File: config.mk
export PLATFORM = sky130hd
export DESIGN_NAME = match_pe_order_scheduler
export DESIGN_NICKNAME = d
export VERILOG_FILES = /design/src/rtl/match_pe_order_scheduler_pkg.sv /design/src/rtl/match_pe_order_queue.sv /design/src/rtl/match_pe_order_scheduler.sv
export SDC_FILE = /design/constraint.sdc
export NUM_CORES = 1
export LEC_CHECK = 0
export BUFFER_PORTS_ARGS = -buffer_cell sky130_fd_sc_hd__clkbuf_2
export CAP_MARGIN = 25
export CELL_PAD_IN_SITES_DETAIL_PLACEMENT = 0
export CELL_PAD_IN_SITES_GLOBAL_PLACEMENT = 1
export CORE_AREA = 10 10 500 502
export DETAILED_ROUTE_END_ITERATION = 7
export DIE_AREA = 0 0 510 512
export PLACE_DENSITY = 0.3
export SLEW_MARGIN = 20
export SYNTH_ARGS = -nofsm -noshare
export SYNTH_HDL_FRONTEND = slang
export SYNTH_SLANG_ARGS = --single-unit
File: constraint.sdc
create_clock -name clk -period 3.05 [get_ports clk]
set_clock_uncertainty 0.2 [all_clocks]
set_input_delay 0.305 -clock clk [delete_from_list [all_inputs] [get_ports clk]]
set_output_delay 0.305 -clock clk [all_outputs]
set_load 0.005 [all_outputs]
File: src/rtl/match_pe_order_scheduler_pkg.sv
// Shared sizing constants for the match PE order scheduler and its order queue.
package match_pe_order_scheduler_pkg;

  localparam int MATCH_PE_NUM      = 4;
  localparam int MATCH_PE_NUM_LOG2 = 2;
  localparam int JOB_SEQ_QUAD_W    = 256;
  localparam int PE_ORDER_DEPTH    = 16;
  localparam int PE_MAX_JOBS       = 2;

endpackage

File: src/rtl/match_pe_order_queue.sv
// Synchronous FIFO recording launch order as {pe index, delim} entries.
module match_pe_order_queue
  import match_pe_order_scheduler_pkg::*;
#(
  parameter int ENTRY_W = MATCH_PE_NUM_LOG2 + 1,
  parameter int DEPTH   = PE_ORDER_DEPTH,
  localparam int PTR_W  = $clog2(DEPTH) + 1
) (
  input  logic               clk,
  input  logic               rst,
  input  logic               i_push,
  input  logic [ENTRY_W-1:0] i_pushData,
  input  logic               i_pop,
  output logic [ENTRY_W-1:0] o_headData,
  output logic               o_full,
  output logic               o_empty,
  output logic [PTR_W-1:0]   o_count
);

  localparam int ADDR_W = PTR_W - 1;

  logic [ENTRY_W-1:0] r_mem [DEPTH];
  logic [PTR_W-1:0]   r_wrPtr;
  logic [PTR_W-1:0]   r_rdPtr;
  logic               w_pushFire;
  logic               w_popFire;

  // Pointers carry an extra wrap bit so full and empty are distinguishable.
  assign o_empty    = (r_wrPtr == r_rdPtr);
  assign o_full     = (r_wrPtr[ADDR_W-1:0] == r_rdPtr[ADDR_W-1:0]) &&
                      (r_wrPtr[ADDR_W] != r_rdPtr[ADDR_W]);
  assign o_count    = r_wrPtr - r_rdPtr;
  assign o_headData = r_mem[r_rdPtr[ADDR_W-1:0]];
  assign w_pushFire = i_push && !o_full;
  assign w_popFire  = i_pop && !o_empty;

  always_ff @(posedge clk) begin
    if (w_pushFire) begin
      r_mem[r_wrPtr[ADDR_W-1:0]] <= i_pushData;
    end
  end

  always_ff @(posedge clk) begin
    if (rst) begin
      r_wrPtr <= '0;
      r_rdPtr <= '0;
    end else begin
      if (w_pushFire) begin
        r_wrPtr <= r_wrPtr + 1'b1;
      end
      if (w_popFire) begin
        r_rdPtr <= r_rdPtr + 1'b1;
      end
    end
  end

endmodule

File: src/rtl/match_pe_order_scheduler.sv
// Launches jobs to match PEs in strict round-robin order and merges their
// sequence FIFOs back in launch order using a recorded order queue.
module match_pe_order_scheduler #(
  parameter int PE_NUM      = match_pe_order_scheduler_pkg::MATCH_PE_NUM,
  parameter int PE_IDX_W    = match_pe_order_scheduler_pkg::MATCH_PE_NUM_LOG2,
  parameter int ORDER_DEPTH = match_pe_order_scheduler_pkg::PE_ORDER_DEPTH,
  parameter int PE_MAX_JOBS = match_pe_order_scheduler_pkg::PE_MAX_JOBS,
  parameter int SEQ_W       = match_pe_order_scheduler_pkg::JOB_SEQ_QUAD_W
) (
  input  logic                      clk,
  input  logic                      rst,
  input  logic                      job_req_valid,
  input  logic                      job_req_delim,
  output logic                      job_req_ready,
  output logic [PE_NUM-1:0]         pe_launch_valid,
  output logic                      pe_launch_delim,
  input  logic [PE_NUM-1:0]         pe_launch_ready,
  input  logic [PE_NUM-1:0]         seq_in_valid,
  input  logic [PE_NUM*SEQ_W-1:0]   seq_in_quad,
  input  logic [PE_NUM-1:0]         seq_in_end_of_job,
  output logic [PE_NUM-1:0]         seq_in_ready,
  output logic                      seq_out_valid,
  output logic [SEQ_W-1:0]          seq_out_quad,
  output logic                      seq_out_delim,
  input  logic                      seq_out_ready,
  output logic [$clog2(ORDER_DEPTH):0] jobs_in_flight,
  output logic                      idle
);

  import match_pe_order_scheduler_pkg::*;

  localparam int PTR_W = $clog2(ORDER_DEPTH) + 1;
  localparam int CNT_W = $clog2(PE_MAX_JOBS + 1);
  localparam logic [CNT_W-1:0] MAX_CNT = CNT_W'(PE_MAX_JOBS);

  logic [PE_IDX_W-1:0] r_launchPtr;
  logic [CNT_W-1:0]    r_outstanding [PE_NUM];
  logic                w_qFull;
  logic                w_qEmpty;
  logic [PTR_W-1:0]    w_qCount;
  logic [PE_IDX_W:0]   w_pushEntry;
  logic [PE_IDX_W:0]   w_headEntry;
  logic [PE_IDX_W-1:0] w_headPe;
  logic                w_headDelim;
  logic                w_canLaunch;
  logic                w_launchFire;
  logic                w_drainFire;
  logic                w_popFire;

  assign w_pushEntry = {r_launchPtr, job_req_delim};
  assign w_headPe    = w_headEntry[PE_IDX_W:1];
  assign w_headDelim = w_headEntry[0];

  match_pe_order_queue #(
    .ENTRY_W (PE_IDX_W + 1),
    .DEPTH   (ORDER_DEPTH)
  ) u_orderQueue (
    .clk        (clk),
    .rst        (rst),
    .i_push     (w_launchFire),
    .i_pushData (w_pushEntry),
    .i_pop      (w_popFire),
    .o_headData (w_headEntry),
    .o_full     (w_qFull),
    .o_empty    (w_qEmpty),
    .o_count    (w_qCount)
  );

  // Outputs are forced quiet while rst is high since registers still hold old state.
  always_comb begin
    pe_launch_valid = '0;
    w_canLaunch     = !w_qFull && (r_outstanding[r_launchPtr] < MAX_CNT);
    job_req_ready   = !rst && w_canLaunch && pe_launch_ready[r_launchPtr];
    if (!rst && job_req_valid && w_canLaunch) begin
      pe_launch_valid[r_launchPtr] = 1'b1;
    end
  end

  assign pe_launch_delim = job_req_delim;
  assign w_launchFire    = job_req_valid && job_req_ready;

  always_comb begin
    seq_in_ready = '0;
    if (!rst && !w_qEmpty && seq_out_ready) begin
      seq_in_ready[w_headPe] = 1'b1;
    end
    seq_out_valid = !rst && !w_qEmpty && seq_in_valid[w_headPe];
    seq_out_quad  = seq_in_quad[w_headPe*SEQ_W +: SEQ_W];
    seq_out_delim = w_headDelim && seq_in_end_of_job[w_headPe];
  end

  assign w_drainFire = seq_out_valid && seq_out_ready;
  assign w_popFire   = w_drainFire && seq_in_end_of_job[w_headPe];

  // A launch and an end-of-job drain on the same PE cancel out.
  always_ff @(posedge clk) begin
    if (rst) begin
      r_launchPtr <= '0;
      for (int i = 0; i < PE_NUM; i++) begin
        r_outstanding[i] <= '0;
      end
    end else begin
      if (w_launchFire) begin
        r_launchPtr <= r_launchPtr + 1'b1;
      end
      for (int i = 0; i < PE_NUM; i++) begin
        if ((w_launchFire && (r_launchPtr == PE_IDX_W'(i))) &&
            !(w_popFire && (w_headPe == PE_IDX_W'(i)))) begin
          r_outstanding[i] <= r_outstanding[i] + 1'b1;
        end else if (!(w_launchFire && (r_launchPtr == PE_IDX_W'(i))) &&
                     (w_popFire && (w_headPe == PE_IDX_W'(i)))) begin
          r_outstanding[i] <= r_outstanding[i] - 1'b1;
        end
      end
    end
  end

  always_comb begin
    idle = w_qEmpty;
    for (int i = 0; i < PE_NUM; i++) begin
      if (r_outstanding[i] != '0) begin
        idle = 1'b0;
      end
    end
  end

  assign jobs_in_flight = w_qCount;

endmodule

==> metrics, run 1 <==
cts hold-fix bufs=0; Die W=a little over 500 um; GR Layer Usage met2=between 20% and 30%; CP delay by family, top=multiplexers; CP Depth=11; clock transition at the registers of the reported paths=0.06 ns; final hold vios=0; Core ar.=about 0.24 mm^2; Slew headroom=between 60% and 70%; port bufs=1,314; Critical Path Start Type=register; H-tree depth=3; PwrDens=roughly 200 mW/mm^2; most common cell after layout, fill and taps aside=clkbuf_2; RSZ-0062 raised after global routing=yes; storage element area=approximately 0.0020 mm^2; GR Util met1=between 15 and 20%; Design Area, Final=between 0.02 and 0.03 mm^2; HP Class=in2reg; Setup WS pre-CTS=-0.943 ns; Die ar.=0.261 mm^2; Vias/cell=~3.1; maximum clock frequency=approximately 250 MHz; first-pass GRT wire length=238,000 um; Routed Antenna Nets=0; synthesized area per cell=8.02 um^2; setup TNS=-197.59 ns; clk buf depth=2; Clk Latency, worst-skew pair=~0.34 ns; minimum hold slack=approximately 0.29 ns; CTS sink cnt=between 70 and 80; MaxCap Viol Count=0; DRT Pass-1 Iters=5; Total Routed Length=just under 200,000 um; initial antenna violation count=192; number of synthesized flops with an enable pin=between 50 and 60; root buf cell=clkbuf_16; leading cell types in the layout, fill and taps excluded=clkbuf_2, buf_4, mux2i_1; critical path endpoint category=output pin; multi-input combinational cell area=around 0.011 mm^2; fin. max-slew vios=0; Worst path max stage delay=about 0.63 ns; detailed-route via count=~19,000; FF-to-FF path depth=10; sequential share of the synthesized area=~18%; Initial Util=approximately 4.8%; main combinational cell family by area after synthesis=compound AO/OA/AOI/OAI gates; # rows=180; failing checks=negative setup slack; Syn Nets=between 2,000 and 2,500; pin count of the biggest net entering global routing=44; FFs w/ async S/R, synth=0%; gr usage total=between 10% and 20%; Hold Path Stages=1; Worst Tran Pin Value=0.530 ns; CP required=about 2.5 ns; cell leakage power=roughly 0.013 uW; Synth Area in Compound Gates=between 20% and 30%; Area Growth Syn to Fin=152%; #FFs+latches synth=between 70 and 80; Setup violations, final=287; Post-DP Area=~0.024 mm^2; Cell Chain, Critical Path=buf_6, mux4_2, mux4_4, buf_12, buf_16, clkbuf_16, buf_12, mux2i_1, a21oi_2, buf_4, buf_6; grt peak-use layer=met2; Final WS setup=-0.880 ns; share of cells above drive strength 1=between 60% and 70%; Synth Flop Type=edfxtp_1; Post-Synthesis Cells=1,438; crit path max-delay cell type=mux4_4; Final HPWL DP=between 150,000 and 200,000 um; DR WL/cell=between 30 and 40 um; vias in the first global route=about 20,000; chip height=between 500 and 600 um; final period utilization=129%; CP Max Fanout=7; FILL cells=between 20,000 and 30,000; post-synthesis simple-gate area fraction=17.7%; fin crit period=3.93 ns; grt ovf=0; CP Class=reg2out; synth unique cells=41; adder-cell share of the synthesized area=under 10%; Post-route DRC=0; # nets final=a little over 4,000; Arr. time, crit path=between 3 and 4 ns; Cell Area, Synth=0.0115 mm^2; Synth warnings=0; Initial DRC Count=1,277; grt met3 use=under 10%; portion of netlist area occupied by mux cells=between 20% and 30%; CTS Buf Count=9; GPL Wtd Cong=roughly 0.91; Peak supply drop=between 0.15 and 0.2 mV; CP Buf/Inv Count=7; Ports=roughly 1,300; post-synthesis xor/xnor area fraction=under 10%; status=finished with violations; CTS tree=yes
worst paths after layout:
check | start | end | slack (ns)
worst min-delay path | job_req_delim | u_orderQueue.r_mem[2][0]$_DFFE_PP_ | 0.29
worst max-delay path | register | seq_out_quad[4] | -0.88
worst max register to register | register | r_outstanding[1][0]$_SDFFCE_PN0P_ | -0.48
worst min register to register | u_orderQueue.r_wrPtr[4]$_SDFFE_PP0P_ | u_orderQueue.r_wrPtr[4]$_SDFFE_PP0P_ | 0.30
power by group:
part	internal, uW	total [uW]	switching [uW]
clock	725	1170	447
combinational	1740	3580	1850
sequential	1090	1100	7.57
sequential cells by signal, indices dropped and copies added, names as in the netlist, named ones only:
signal / count
u_orderQueue.r_mem: 48
r_outstanding: 8
u_orderQueue.r_rdPtr: 5
u_orderQueue.r_wrPtr: 5
r_launchPtr: 2
kinds of logic after synthesis:
logic type	after synthesis
compound gates	537
xor+xnor	15
fa+ha+maj	15
buf+inv	170
mux	282
simple gates	345
flops	74
timing repair:
item	4_1_cts	5_1_grt
cloned	19	23
gates resized for setup	389	388
setup buffers	33	23
pin swaps	48	64
endpoints found under the setup margin	290	293
cell type report:
cell class / count / area share [%]
Antenna cell: 53 / 0.455
Clock buffer: 9 / 0.773
Clock inverter: 7 / 0.348
Inverter: 15 / 0.193
Multi-Input combinational cell: 1194 / 36.9
Sequential cell: 74 / 7.02
Tap cell: 3185 / 13.7
Timing Repair Buffer: 1685 / 40.6
per-stage QoR:
step	instances	power, uW	util, %
final	6222	5850	12.2
after global routing	6177	6160	12.1
after CTS	6134	5740	11.3
after detailed placement	6066	4160	10.2
after global placement	6066	4170	10.2
after floorplan	1438	1930	-
synthesized netlist by cell type, drive strengths merged (4+ instances only):
| library cell | number | area, um^2 |
|---|---|---|
| o21ai | 6 | 30.0 |
| and3 | 6 | 37.5 |
| nor2 | 32 | 120 |
| a211oi | 258 | 1940 |
| edfxtp | 56 | 1680 |
| xnor2 | 7 | 61.3 |
| buf | 35 | 195 |
| dfxtp | 18 | 360 |
| mux2i | 263 | 2630 |
| a21oi | 263 | 1320 |
| inv | 15 | 56.3 |
| clkbuf | 120 | 450 |
| mux4 | 17 | 383 |
| nand2 | 20 | 75.1 |
| nor2b | 256 | 1600 |
| xor2 | 8 | 70.1 |
| ha | 14 | 175 |
| nor3 | 5 | 25.0 |
| nand3 | 4 | 20.0 |
| or3 | 8 | 55.1 |
per-layer routing:
metal / wire length, um / up-vias
li1: - / 8563
met1: 77300 / 9112
met2: 87400 / 1168
met3: 29100 / 301
met4: 3790 / 148
met5: 921 / -
(Power assumes the default switching activity.)
==> inputs of run 2 (changes only) <==
Settings changed: CTS_BUF_LIST from default to sky130_fd_sc_hd__clkbuf_2.
==> metrics, run 2 (synthesized netlist as in run 1, its figures left out) <==
CTS tree=yes; Vias/cell=3.10 (-0.15%); Post-DP Area=0.0244 mm^2 (unchanged); R2R Setup Slk=-0.44 ns (+0.04 ns); failing checks=negative setup slack; RSZ-0062 raised after global routing=yes; Design Area, Final=0.0286 mm^2 (-1.9%); first-pass GRT wire length=237,000 um (-0.29%); DR WL/cell=31.6 um (-0.86%); max reg flops=48 (unchanged); Hold Path Stages=4 (+3); Arr. time, crit path=3.73 ns (+0.31 ns); multi-input combinational cell area=0.0109 mm^2 (+0.90%); Initial Util=4.81% (unchanged); Clk Latency, worst-skew pair=0.57 ns (+0.23 ns); grt ovf=0 (unchanged); Die W=510 um (unchanged); FILL cells=28,100 (+0.28%); Worst path max stage delay=0.69 ns (+0.06 ns); pin count of the biggest net entering global routing=78 (+77%); Post-route DRC=0 (unchanged); storage element area=0.00204 mm^2 (unchanged); fin crit period=4.23 ns (+0.304 ns); initial antenna violation count=187 (-2.6%); H-tree depth=3 (unchanged); critical path endpoint category=output pin; HP Class=in2reg; Core ar.=0.240 mm^2 (unchanged); Worst Tran Pin Value=0.494 ns (-0.0361 ns); final period utilization=139% (+10 points); fin. max-slew vios=0 (unchanged); leading cell types in the layout, fill and taps excluded=clkbuf_2, buf_4, mux2i_1; maximum clock frequency=236 MHz (-7.2%); # rows=180 (unchanged); DRT Pass-1 Iters=5 (unchanged); status=finished with violations; clk buf depth=2 (unchanged); root buf cell=clkbuf_2; Cell Chain, Critical Path=buf_6, mux4_2, mux4_4, buf_12, buf_16, buf_12, mux2i_1, a21oi_2, buf_4, buf_4; CTS sink cnt=74 (unchanged); detailed-route via count=19,200 (-0.37%); MaxCap Viol Count=0 (unchanged); crit path to=seq_out_quad[175]; Critical Path Start Type=register; CP Class=reg2out; crit path max-delay cell type=mux4_4; vias in the first global route=19,500 (+0.067%); Slew headroom=67.0% (+3.3 points); PwrDens=186 mW/mm^2 (-7.6%); Final Util=11.9% (-0.23 points); Total Routed Length=196,000 um (-1.1%); Ports=1,315 (unchanged); GPL Wtd Cong=0.910 (unchanged); share of cells above drive strength 1=70.4% (+0.87 points); Peak supply drop=0.153 mV (-18%); chip height=512 um (unchanged); most common cell after layout, fill and taps aside=clkbuf_2; Die ar.=0.261 mm^2 (unchanged); CP Max Fanout=12 (+5); Routed Antenna Nets=0 (unchanged); Initial DRC Count=1,208 (-5.4%); CTS Buf Count=9 (unchanged); gr usage total=14.0% (-0.13 points); Final HPWL DP=180,000 um (unchanged); # nets final=4,018 (-0.42%); cell leakage power=0.0128 uW (-2.2%); Final WS setup=-1.18 ns (-0.304 ns); port bufs=1,314 (unchanged); CP required=2.54 ns (about the same); Setup violations, final=287 (unchanged); minimum hold slack=0.0996 ns (-0.189 ns); Area Growth Syn to Fin=148%; reg2reg end=r_outstanding[1][0]$_SDFFCE_PN0P_; final hold vios=0 (unchanged); clock transition at the registers of the reported paths=0.24 ns (+0.18 ns); FF-to-FF path depth=9 (-1)
[run 2: cell type report]
| class | instances | share of cell area, % |
|---|---|---|
| Timing Repair Buffer | 1668 | 39.7 |
| Multi-Input combinational cell | 1194 | 38.0 |
| Tap cell | 3185 | 13.9 |
| Sequential cell | 74 | 7.15 |
| Antenna cell | 56 | 0.490 |
| Clock inverter | 7 | 0.355 |
| Inverter | 15 | 0.197 |
| Clock buffer | 9 | 0.158 |
[run 2: worst min-delay path by stage]
| stage | startpoint | end | slack [ns] |
|---|---|---|---|
| detailed placement | u_orderQueue.r_wrPtr[4]$_SDFFE_PP0P_ | u_orderQueue.r_wrPtr[4]$_SDFFE_PP0P_ | 0.30 |
| finish | seq_in_end_of_job[1] | r_outstanding[1][1]$_SDFFCE_PN0P_ | 0.1 |
| floorplan | job_req_delim | u_orderQueue.r_mem[0][0]$_DFFE_PP_ | 0.20 |
| CTS | job_req_delim | u_orderQueue.r_mem[8][0]$_DFFE_PP_ | 0.001 |
| global placement | u_orderQueue.r_wrPtr[4]$_SDFFE_PP0P_ | u_orderQueue.r_wrPtr[4]$_SDFFE_PP0P_ | 0.29 |
| global route | seq_in_end_of_job[1] | r_outstanding[1][1]$_SDFFCE_PN0P_ | 0.05 |
[run 2: critical path: cells and delay by family, from the launching register on]
kind	cells	cell delay, ns
mux	3	1.34
buf+inv	6	0.98
flops	1	0.40
compound gates	1	0.40
[run 2: metal layers]
metal | share of wire, % | wire length (um) | track usage (%)
met1 | 41 | 80600 | 17.1
met2 | 45 | 88900 | 22.9
met3 | 12 | 24500 | 7.06
met4 | 0.84 | 1650 | 0.918
met5 | 0.42 | 816 | 0
[run 2: stage by stage]
| stage | worst slack (ns) | TNS, ns | std cells | power [uW] |
|---|---|---|---|---|
| CTS | -1.26 | -293.18 | 6129 | 5170 |
| global placement | -0.952 | -112.07 | 6066 | 4170 |
| detailed placement | -0.943 | -119.59 | 6066 | 4160 |
| floorplan | 0.0306 | 0 | 1438 | 1930 |
| finish | -1.18 | -250.56 | 6208 | 5300 |
| global route | -1.31 | -303.87 | 6164 | 5610 |
[run 2: repair_timing]
action / CTS / global route
gates resized for setup: 328 / 521
endpoints found under the hold margin: 1 / 4
pin swaps: 42 / 45
hold buffers: 1 / 1
endpoints found under the setup margin: 295 / 298
cloned: 15 / 8
setup buffers: 33 / 18
[run 2: power by group]
part / total [uW] / internal [uW] / switching, uW
combinational: 3530 / 1710 / 1820
sequential: 1100 / 1090 / 7.49
clock: 680 / 280 / 400
==> inputs of run 3 (changes only) <==
Settings changed: CORE_AREA 10 10 500 502 to 10 10 497 499, DIE_AREA 0 0 510 512 to 0 0 507 509, SYNTH_HIERARCHICAL from default to 1.
==> metrics, run 3 <==
pin count of the biggest net entering global routing=22 (-72%); sequential share of the synthesized area=21.2% (+3.5 points); # rows=179 (-0.56%); vias in the first global route=14,900 (-23%); Peak supply drop=0.112 mV (-27%); Int Power=2580 uW (-16%); CP Class=reg2out; combinational fraction of design power=61.8% (-4.7 points); CTS tree=yes; main combinational cell family by area after synthesis=multiplexers; Slew headroom=46.1% (-21 points); post-synthesis xor/xnor area fraction=1.53% (+0.39 points); RSZ-0062 raised after global routing=yes; critical path endpoint category=output pin; Core ar.=0.237 mm^2 (-1.1%); Cells after DPL=5,120 (-16%); synth cell count leaders=mux4_2, edfxtp_1, clkbuf_1, nor2_1, buf_2; NetSw=1780 uW (-20%); CTS sink cnt=74 (unchanged); CP required=2.54 ns (about the same); DRT Pass-1 Iters=7 (+2); FILL cells=27,600 (-1.7%); share of the synthesized area in the top cell type=63.6% (+41 points); Final Non-Filler Cells=5,251 (-15%); dominant cell type by area after synthesis=mux4_2; Sw Share=40.9% (-1.1 points); most common cell after layout, fill and taps aside=clkbuf_2; failing checks=negative setup slack; CP delay by family, top=multiplexers; max reg flops=48 (unchanged); Setup violations, final=277 (-3.5%); sequential power share=25.1% (+4.4 points); Area Growth Syn to Fin=151%; Total Routed Length=211,000 um (+7.6%); Routed Antenna Nets=0 (unchanged); H-tree depth=3 (unchanged); Clk pwr share=13.1% (+0.3 points); gr usage total=15.1% (+1.1 points); chip height=509 um (-0.59%); port bufs=1,314 (unchanged); clock transition at the registers of the reported paths=0.23 ns (about the same); number of synthesized flops with an enable pin=56 (unchanged); Critical Path Start Type=register; leading cell types in the layout, fill and taps excluded=clkbuf_2, mux4_2, buf_4; CTS Buf Count=9 (unchanged); Initial Util=4.06% (-0.75 points); adder-cell share of the synthesized area=2.03% (+0.34 points); Worst path max stage delay=0.57 ns (-0.12 ns); root buf cell=clkbuf_2; Cell Chain, Critical Path=buf_6, mux4_2, a22oi_2, nand3_4, buf_12, buf_16, buf_16, mux4_2, clkbuf_2; #FFs+latches synth=74 (unchanged); share of cells above drive strength 1=90.3% (+20 points); Post-route DRC=0 (unchanged); HP Class=in2reg; portion of netlist area occupied by mux cells=64.3% (+38 points); Ports=1,315 (unchanged); grt ovf=0 (unchanged); Synth warnings=6 (+6); Syn Nets=1,639 (-34%); initial antenna violation count=218 (+17%); Synth Area in Compound Gates=2.07% (-27 points); fin crit period=3.74 ns (-0.490 ns); Final WS setup=-0.693 ns (+0.490 ns); # nets final=3,082 (-23%); Worst Tran Pin Value=0.803 ns (+0.309 ns); final hold vios=0 (unchanged); Die W=507 um (-0.59%); cell leakage power=0.0101 uW (-21%); Synth Flop Type=edfxtp_1; Vias/cell=2.93 (-5.3%); DR WL/cell=40.2 um (+27%); crit path max-delay cell type=mux4_2; final period utilization=123% (-16 points); most numerous cell in the Yosys netlist=mux4_2; fin. max-slew vios=0 (unchanged); post-synthesis simple-gate area fraction=5.26% (-12 points); status=finished with violations; Clk Latency, worst-skew pair=0.57 ns (about the same); MaxCap Viol Count=0 (unchanged); Final HPWL DP=194,000 um (+7.9%); CP Buf/Inv Count=5 (-1); Synth area leaders=mux4_2, edfxtp_1, dfxtp_1; Post-DP Area=0.0212 mm^2 (-13%); GPL Wtd Cong=1.03 (+13%); Post-Synthesis Cells=583 (-59%); synthesized area per cell=16.5 um^2 (+110%); Design Area, Final=0.0242 mm^2 (-15%); Initial DRC Count=1,670 (+38%); detailed-route via count=15,400 (-20%); Die ar.=0.258 mm^2 (-1.2%); FFs w/ async S/R, synth=0% (unchanged); first-pass GRT wire length=240,000 um (+1.2%); PwrDens=180 mW/mm^2 (-2.9%); synth unique cells=49 (+20%); clk buf depth=2 (unchanged); CP Max Fanout=7 (-5); Cell Area, Synth=0.00963 mm^2 (-17%); Arr. time, crit path=3.24 ns (-0.49 ns); maximum clock frequency=267 MHz (+13%)
run 3: cell count changes after synthesis, moves of 6 or more:
cell      delta
mux2i_1    -258
a211oi_1   -257
a21oi_1    -255
mux4_2     +255
nor2b_1    -252
clkbuf_1    -88
nand2_1     -10
nand3_1     +10
or3_1        -6
run 3: cells by family (layout without fill, tap and decap cells):
logic type | after synthesis | after routing
AOI/OAI and AO/OA | 28 | 28
muxes | 278 | 278
adders and majority gates | 15 | 15
and+or+nand+nor | 93 | 93
xor gates and xnor gates | 16 | 16
DFF | 74 | 74
buffers and inverters | 79 | 1527
other | 0 | 53
run 3: repair_timing:
item,4_1_cts,5_1_grt
endpoints found under the setup margin,282,291
buffers inserted,24,11
hold buffers,0,1
hold endpoints to repair,0,2
gates cloned,16,16
pin swaps,23,4
gates resized for setup,279,221
run 3: tightest hold or removal path, cell delays in order:
cell	delay, ns
clkbuf_2	0.11
nand4_1	0.15
a21o_2	0.13
mux2i_1	0.07
run 3: power groups by stage:
stage | registers [uW] | clock network, uW | logic [uW]
2_1_floorplan | 1120 | 0 | 543
3_3_place_gp | 1120 | 0 | 2420
3_5_place_dp | 1120 | 0 | 2410
4_1_cts | 1100 | 601 | 2620
5_1_grt | 1100 | 641 | 2780
6_report | 1100 | 571 | 2690
run 3: final cells by class:
type	count	area (um^2)	share of cell area (%)
repair buffers	1499	10400	43.1
diodes	53	133	0.549
inverters	12	50.0	0.207
flip-flops and latches	74	2050	8.48
well taps	3167	3960	16.4
clock buffers	11	55.1	0.228
clock inverters	5	55.1	0.228
multi-input cells	430	7450	30.8
run 3: worst paths after layout:
kind / startpoint / endpoint / slack, ns / depth (start not counted)
max: register / seq_out_quad[104] / -0.69 / 9
min: seq_in_end_of_job[2] / r_outstanding[2][1]$_SDFFCE_PN0P_ / 0.13 / 4
max reg2reg: register / r_outstanding[2][0]$_SDFFCE_PN0P_ / -0.19 / 13
min reg2reg: u_orderQueue/r_rdPtr[3]$_SDFFE_PP0P_ / u_orderQueue/r_rdPtr[3]$_SDFFE_PP0P_ / 0.38 / 2
run 3: stage by stage:
stage               TNS [ns]  hold slack, ns  setup WS (ns)  power [uW]  utilization [%]
floorplan                  0           0.174         0.0177        1660                -
detailed placement    -32.13           0.323         -0.283        3530             8.93
global route         -198.22          0.0895         -0.820        4520             10.2
global placement      -46.68           0.329         -0.346        3540             8.93
CTS                  -178.70          0.0121         -0.779        4310             9.78
finish               -155.83           0.127         -0.693        4360             10.2
run 3: routing by layer:
| metal | part of all wire, % | vias up | track usage, % | wire, um |
|---|---|---|---|---|
| met4 | 1.5 | 112 | 1.38 | 3220 |
| met1 | 39 | 7838 | 17.6 | 81600 |
| li1 | - | 5645 | - | - |
| met2 | 47 | 1432 | 25.3 | 99400 |
| met5 | 0.37 | - | 0 | 786 |
| met3 | 12 | 367 | 8.00 | 26300 |
